==> config.mk <==
export PLATFORM = sky130hd
export DESIGN_NAME = swervolf_sevseg_flat
export DESIGN_NICKNAME = d
export VERILOG_FILES = /design/src/rtl/swervolf_sevseg_if.sv /design/src/rtl/swervolf_sevseg.sv /design/src/flat_wrapper.sv
export SDC_FILE = /design/constraint.sdc
export NUM_CORES = 1
export LEC_CHECK = 0
export CAP_MARGIN = 20
export CORE_ASPECT_RATIO = 2
export CORE_UTILIZATION = 45
export CTS_CLUSTER_SIZE = 12
export DETAILED_ROUTE_END_ITERATION = 6
export GPL_TIMING_DRIVEN = 0
export PLACE_DENSITY_LB_ADDON = 0.25
export SYNTH_ARGS = -nofsm -noshare
export SYNTH_HDL_FRONTEND = slang
export SYNTH_SLANG_ARGS = --single-unit
==> constraint.sdc <==
create_clock -name i_clk -period 9.2 [get_ports i_clk]
set_input_delay 1.84 -clock i_clk [delete_from_list [all_inputs] [get_ports i_clk]]
set_output_delay 1.84 -clock i_clk [all_outputs]
set_load 0.05 [all_outputs]
==> src/rtl/swervolf_sevseg_if.sv <==
// Wishbone slave bundle for the seven-segment scanner.
// Signal names keep the i_/o_ sense of the slave side so they read the same at both ends.
interface swervolf_sevseg_if;
  logic [4:0]  i_wb_adr;
  logic [31:0] i_wb_dat;
  logic [3:0]  i_wb_sel;
  logic        i_wb_we;
  logic        i_wb_cyc;
  logic        i_wb_stb;
  logic [31:0] o_wb_rdt;
  logic        o_wb_ack;

  modport master (
    output i_wb_adr, i_wb_dat, i_wb_sel, i_wb_we, i_wb_cyc, i_wb_stb,
    input  o_wb_rdt, o_wb_ack
  );

  modport slave (
    input  i_wb_adr, i_wb_dat, i_wb_sel, i_wb_we, i_wb_cyc, i_wb_stb,
    output o_wb_rdt, o_wb_ack
  );
endinterface

==> src/rtl/swervolf_sevseg.sv <==
// Multiplexed seven-segment display controller with Wishbone register file,
// PWM brightness, per-digit blink and a hex / extended glyph font.

// Per-digit glyph decoder; outputs are active-low {a,b,c,d,e,f,g}.
module swervolf_sevseg_digit (
  input  logic [3:0] nib,
  input  logic       ext,
  output logic [6:0] seg
);
  always_comb begin
    seg = 7'b1111111;
    if (!ext) begin
      case (nib)
        4'h0: seg = 7'b0000001;
        4'h1: seg = 7'b1001111;
        4'h2: seg = 7'b0010010;
        4'h3: seg = 7'b0000110;
        4'h4: seg = 7'b1001100;
        4'h5: seg = 7'b0100100;
        4'h6: seg = 7'b0100000;
        4'h7: seg = 7'b0001111;
        4'h8: seg = 7'b0000000;
        4'h9: seg = 7'b0001100;
        4'hA: seg = 7'b0001000;
        4'hB: seg = 7'b1100000;
        4'hC: seg = 7'b1110010;
        4'hD: seg = 7'b1000010;
        4'hE: seg = 7'b0110000;
        default: seg = 7'b0111000;
      endcase
    end else begin
      // 0..6 light exactly one segment, a through g
      case (nib)
        4'h0: seg = 7'b0111111;
        4'h1: seg = 7'b1011111;
        4'h2: seg = 7'b1101111;
        4'h3: seg = 7'b1110111;
        4'h4: seg = 7'b1111011;
        4'h5: seg = 7'b1111101;
        4'h6: seg = 7'b1111110;
        4'h8: seg = 7'b1001000;
        4'h9: seg = 7'b1110001;
        4'hA: seg = 7'b1111010;
        4'hB: seg = 7'b1111001;
        4'hC: seg = 7'b1100011;
        default: seg = 7'b1111111;
      endcase
    end
  end
endmodule

module swervolf_sevseg #(
  parameter int N_DIGITS     = 8,
  parameter int REFRESH_LOG2 = 16,
  parameter int BLINK_FRAMES = 64
) (
  input  logic                i_clk,
  input  logic                i_rst,
  swervolf_sevseg_if.slave    wb,
  output logic [N_DIGITS-1:0] o_an,
  output logic [6:0]          o_seg
);
  localparam int IW = (N_DIGITS > 1) ? $clog2(N_DIGITS) : 1;
  localparam int FW = (BLINK_FRAMES > 1) ? $clog2(BLINK_FRAMES) : 1;
  localparam logic [IW-1:0] IDX_LAST = IW'(N_DIGITS - 1);
  localparam logic [FW-1:0] FRM_LAST = FW'(BLINK_FRAMES - 1);

  logic [N_DIGITS-1:0]   enable_q, ext_q, bmask_q;
  logic [4*N_DIGITS-1:0] digits_q;
  logic [3:0]            bright_q;
  logic                  blink_q;
  logic                  ack_q;
  logic [31:0]           rdt_q;

  logic [REFRESH_LOG2-1:0] pre_q;
  logic [IW-1:0]           idx_q;
  logic [FW-1:0]           frm_q;
  logic                    phase_q;

  logic        acc, wr;
  logic [2:0]  rsel;
  logic [31:0] wmask, en_pad, ext_pad, bm_pad, ctrl_rd, rd_data;
  logic [31:0] en_wr, ext_wr, bm_wr;
  logic [63:0] dig_pad, dig_lo_wr, dig_hi_wr;

  assign acc  = wb.i_wb_cyc & wb.i_wb_stb & ~ack_q;
  assign wr   = acc & wb.i_wb_we;
  assign rsel = wb.i_wb_adr[4:2];

  // Registers are widened to the bus/nibble map; merging here and truncating on
  // store drops bits of absent digits for free.
  always_comb begin
    for (int b = 0; b < 4; b++) wmask[8*b +: 8] = {8{wb.i_wb_sel[b]}};
    en_pad  = '0; en_pad[N_DIGITS-1:0]    = enable_q;
    ext_pad = '0; ext_pad[N_DIGITS-1:0]   = ext_q;
    bm_pad  = '0; bm_pad[N_DIGITS-1:0]    = bmask_q;
    dig_pad = '0; dig_pad[4*N_DIGITS-1:0] = digits_q;
    ctrl_rd = {23'b0, blink_q, 4'b0, bright_q};
    en_wr   = (en_pad  & ~wmask) | (wb.i_wb_dat & wmask);
    ext_wr  = (ext_pad & ~wmask) | (wb.i_wb_dat & wmask);
    bm_wr   = (bm_pad  & ~wmask) | (wb.i_wb_dat & wmask);
    dig_lo_wr = {dig_pad[63:32], (dig_pad[31:0] & ~wmask) | (wb.i_wb_dat & wmask)};
    dig_hi_wr = {(dig_pad[63:32] & ~wmask) | (wb.i_wb_dat & wmask), dig_pad[31:0]};
  end

  always_comb begin
    rd_data = '0;
    case (rsel)
      3'd0: rd_data = en_pad;
      3'd1: rd_data = ext_pad;
      3'd2: rd_data = dig_pad[31:0];
      3'd3: rd_data = dig_pad[63:32];
      3'd4: rd_data = ctrl_rd;
      3'd5: rd_data = bm_pad;
      default: rd_data = '0;
    endcase
  end

  always_ff @(posedge i_clk) begin
    if (i_rst) begin
      enable_q <= '0;
      ext_q    <= '0;
      bmask_q  <= '0;
      digits_q <= '0;
      bright_q <= '0;
      blink_q  <= 1'b0;
    end else if (wr) begin
      case (rsel)
        3'd0: enable_q <= en_wr[N_DIGITS-1:0];
        3'd1: ext_q    <= ext_wr[N_DIGITS-1:0];
        3'd2: digits_q <= dig_lo_wr[4*N_DIGITS-1:0];
        3'd3: digits_q <= dig_hi_wr[4*N_DIGITS-1:0];
        3'd4: begin
          if (wb.i_wb_sel[0]) bright_q <= wb.i_wb_dat[3:0];
          if (wb.i_wb_sel[1]) blink_q  <= wb.i_wb_dat[8];
        end
        3'd5: bmask_q  <= bm_wr[N_DIGITS-1:0];
        default: ;
      endcase
    end
  end

  always_ff @(posedge i_clk) begin
    if (i_rst) begin
      ack_q <= 1'b0;
      rdt_q <= '0;
    end else begin
      ack_q <= acc;
      if (acc) rdt_q <= rd_data;
    end
  end

  assign wb.o_wb_ack = ack_q;
  assign wb.o_wb_rdt = rdt_q;

  // Scan timebase runs independently of the bus so writes never shift the refresh.
  always_ff @(posedge i_clk) begin
    if (i_rst) begin
      pre_q   <= '0;
      idx_q   <= '0;
      frm_q   <= '0;
      phase_q <= 1'b0;
    end else begin
      pre_q <= pre_q + REFRESH_LOG2'(1);
      if (&pre_q) begin
        idx_q <= (idx_q == IDX_LAST) ? '0 : idx_q + IW'(1);
        if (idx_q == IDX_LAST) begin
          if (frm_q == FRM_LAST) begin
            frm_q   <= '0;
            phase_q <= ~phase_q;
          end else begin
            frm_q <= frm_q + FW'(1);
          end
        end
      end
    end
  end

  logic [N_DIGITS-1:0][6:0] seg_all;

  for (genvar g = 0; g < N_DIGITS; g++) begin : g_digit
    swervolf_sevseg_digit u_digit (
      .nib (digits_q[4*g +: 4]),
      .ext (ext_q[g]),
      .seg (seg_all[g])
    );
  end

  logic [3:0]          duty;
  logic                lit;
  logic [N_DIGITS-1:0] an_nxt;

  // Top prescaler nibble is the PWM ramp: brightness 15 is always on, 0 is one sixteenth.
  assign duty = pre_q[REFRESH_LOG2-1 -: 4];
  assign lit  = enable_q[idx_q] & (duty <= bright_q) & ~(blink_q & bmask_q[idx_q] & phase_q);

  always_comb begin
    an_nxt = '1;
    if (lit) an_nxt[idx_q] = 1'b0;
  end

  always_ff @(posedge i_clk) begin
    if (i_rst) begin
      o_an  <= '1;
      o_seg <= 7'h7F;
    end else begin
      o_an  <= an_nxt;
      o_seg <= lit ? seg_all[idx_q] : 7'h7F;
    end
  end

  logic unused_ok;
  assign unused_ok = ^{wb.i_wb_adr[1:0], en_wr, ext_wr, bm_wr, dig_lo_wr, dig_hi_wr};
endmodule

==> src/flat_wrapper.sv <==
// flat-port wrapper written by rule: the top's interface ports become plain ports
module swervolf_sevseg_flat 
#(
  parameter int N_DIGITS     = 8,
  parameter int REFRESH_LOG2 = 16,
  parameter int BLINK_FRAMES = 64
)
  (i_clk, i_rst, o_an, o_seg, wb_i_wb_adr, wb_i_wb_dat, wb_i_wb_sel, wb_i_wb_we, wb_i_wb_cyc, wb_i_wb_stb, wb_o_wb_rdt, wb_o_wb_ack);
  swervolf_sevseg_if wb_i ();
  input  logic i_clk;
  input  logic i_rst;
  output logic [N_DIGITS-1:0] o_an;
  output logic [6:0] o_seg;
  input wire logic [$bits(wb_i.i_wb_adr)-1:0] wb_i_wb_adr;
  input wire logic [$bits(wb_i.i_wb_dat)-1:0] wb_i_wb_dat;
  input wire logic [$bits(wb_i.i_wb_sel)-1:0] wb_i_wb_sel;
  input wire logic [$bits(wb_i.i_wb_we)-1:0] wb_i_wb_we;
  input wire logic [$bits(wb_i.i_wb_cyc)-1:0] wb_i_wb_cyc;
  input wire logic [$bits(wb_i.i_wb_stb)-1:0] wb_i_wb_stb;
  output wire logic [$bits(wb_i.o_wb_rdt)-1:0] wb_o_wb_rdt;
  output wire logic [$bits(wb_i.o_wb_ack)-1:0] wb_o_wb_ack;
  assign wb_i.i_wb_adr = wb_i_wb_adr;
  assign wb_i.i_wb_dat = wb_i_wb_dat;
  assign wb_i.i_wb_sel = wb_i_wb_sel;
  assign wb_i.i_wb_we = wb_i_wb_we;
  assign wb_i.i_wb_cyc = wb_i_wb_cyc;
  assign wb_i.i_wb_stb = wb_i_wb_stb;
  assign wb_o_wb_rdt = wb_i.o_wb_rdt;
  assign wb_o_wb_ack = wb_i.o_wb_ack;
  swervolf_sevseg #(.N_DIGITS(N_DIGITS), .REFRESH_LOG2(REFRESH_LOG2), .BLINK_FRAMES(BLINK_FRAMES)) u_core (.i_clk(i_clk), .i_rst(i_rst), .wb(wb_i), .o_an(o_an), .o_seg(o_seg));
endmodule
==> run metrics <==
share of layout cells above drive strength 1 11.1%; Worst-path clk slew 0.06 ns; final setup violating endpoints 0; WP data arrival 5.55 ns; Critical Path, Cell by Cell clkdlybuf4s50_1 -> nand4b_1 -> buf_2 -> buf_1 -> o31ai_1 -> a21oi_1 -> inv_1 -> ha_1 -> mux4_2; Placer Congestion 0.989; largest net degree at the start of global routing 13; Mapped Area 12,000 um2; Synth Flop Type dfxtp_1; hold_buf cts 0; Placed Instance Area 13,300 um2; CP required 9.60 ns; H-Tree Depth 1; Top Family by Delay on Critical Path buffers and inverters; CTS tree done; via/cell ratio 5.87; Avg Cell Area, Syn 9.81 um2; unrepaired setup endpoints after global routing false; clock sink total 247; Slew HR 47.5%; Vert. Die Dim 233 um; post-route worst hold slack 0.480 ns; largest vdd supply drop 0.117 mV; Final Cell Area 14,000 um2; crit path from wb_i_wb_stb; min-delay src u_core.pre_q[0]; Post-DRT Antenna Nets 0; initial antenna violation count 0; Starting Density 45.8%; Ports 94; post-DR wirelength/cell 21.9 um; Tcrit/Tclk final 55.9%; Post-CTS Resized 0; Cells after Synth 1,226; Commonest cells post-synth 247 x dfxtp_1, 127 x mux2i_1, 126 x nor2_1; Leakage 5.57 nW; drt pass-1 iters 6; postcts setup bufs 0; register area share after synthesis 41.1%; DRC 0; first-pass GRT wire length 56,600 um; Max Root-Sink Buffers 3; status complete, no violations; number of CTS-inserted buffers 25; core area 26,300 um2; flops & latches, synth 247; Core Rows 84; via count 9,945; Die W 118 um; DRT iter0 DRCs 692; Die Area 27,400 um2; Synth area leaders dfxtp_1 41%, mux2i_1 11%, ha_1 7.5%; Synthesized Nets 1,344; FF-to-FF Start u_core.wb.o_wb_ack; Overflow after GRT 0; Routed Wire Length 37,100 um; CP Capture Type flip-flop; vias in the first global route 9,991; Fin Setup TNS 0 ns; Layout Nets 1,458; I/O Buffers 86; CP max-delay cell a21oi_1; total power divided by cell area 151 nW/um2; fin. max-slew vios 0; Synth top area share 41.1%; Synth-to-Final Area Change 16.7%; CP peak stage delay 0.62 ns; Skew-Pair Late Insertion Delay 0.53 ns; FMAX 194 MHz; Diodes inserted 0; DP HPWL 28,500 um; crit-path max FO 10; min Tclk post-route 5.14 ns; Worst Skew 0.00917 ns; CP Buf/Inv Count 4; count of final hold-check violations 0; Worst Hold Class flip-flop to flip-flop; Max Cap Viol 0; Ys Warns 0; area leader, netlist dfxtp_1; EDFF count, synth 0; gr usage total 27.1%; async set or reset register ratio after synthesis 0%; Root Buffer clkbuf_16; Startpoint Class input port; CP Class input port to flip-flop; most frequent cell after synthesis dfxtp_1; post-synth cell types 74; actual slew at the worst max-slew pin 0.783 ns
## cell families after synthesis
| group | Yosys count | share of synthesized area [%] |
|---|---|---|
| flops | 247 | 41.1 |
| mux | 157 | 14.0 |
| compound gates | 260 | 16.7 |
| xor+xnor | 16 | 1.17 |
| buf+inv | 138 | 5.50 |
| fa+ha+maj | 72 | 7.49 |
| simple gates | 336 | 14.0 |
## worst register-to-register path, stage by stage (launching register included)
cell	delay, ns
dfxtp_1	0.41
nand4b_1	0.39
buf_2	0.38
buf_1	0.59
o31ai_1	0.19
a21oi_1	0.62
inv_1	0.27
ha_1	0.37
mux4_2	0.46
## worst paths after layout
| check | end | depth (start not counted) | slack, ns |
|---|---|---|---|
| max reg2reg | flip-flop | 8 | 5.39 |
| min | u_core.pre_q[0] | 1 | 0.48 |
| max | flip-flop | 9 | 4.06 |
| min reg2reg | u_core.pre_q[0] | 1 | 0.48 |
## cells in the final DEF, fill, tap and decap left out, types with 7 or more instances in the layout
cell type,instances
clkbuf_16,25
o32ai_1,7
o31ai_1,29
o21ai_0,19
clkdlybuf4s50_1,86
xor2_1,9
a221o_1,7
a22oi_1,46
inv_1,49
nor2b_1,13
o22ai_1,28
nor2_1,126
buf_4,14
ha_1,72
nand4_1,46
nor4_1,9
a21oi_1,13
o2bb2ai_1,14
a21o_2,13
xnor2_1,7
a221oi_1,7
dfxtp_1,247
nor3_1,18
clkbuf_1,33
nand3_1,27
a21o_1,25
mux2i_1,127
buf_6,9
inv_2,12
nor3b_1,7
nand2_1,43
buf_2,20
buf_1,7
mux2_2,22
and2_1,14
o211ai_1,7
## cell type report
type | count | area (um2)
repair buffers | 87 | 866
flip-flops and latches | 247 | 4940
multi-input cells | 841 | 6420
clock buffers | 35 | 703
well taps | 344 | 430
inverters | 62 | 233
plain buffers | 76 | 429
clock inverters | 1 | 5.00
fillers | 2425 | 12200
## metrics by stage
step / total power [mW] / util [%] / std cells / worst slack, ns
finish: 2.12 / 53.4 / 1693 / 4.06
global route: 2.18 / 53.4 / 1693 / 3.98
CTS: 2.13 / 53.4 / 1693 / 4.17
detailed placement: 1.21 / 50.7 / 1657 / 3.63
global placement: 1.21 / 50.7 / 1656 / 3.63
floorplan: 1.16 / - / 1226 / 5.01
## metal layers
metal	track usage (%)	share of wire, %
met1	25.6	34
met2	52.4	53
met3	3.42	5.3
met4	20.6	7.8
met5	0	0
## report_power, final
part / leakage (nW) / switching (mW) / total, mW / internal (mW)
registers: 1.99 / 0.00450 / 1.08 / 1.08
logic: 3.23 / 0.0715 / 0.109 / 0.0378
clock network: 0.348 / 0.407 / 0.929 / 0.522
(Power assumes the default switching activity.)
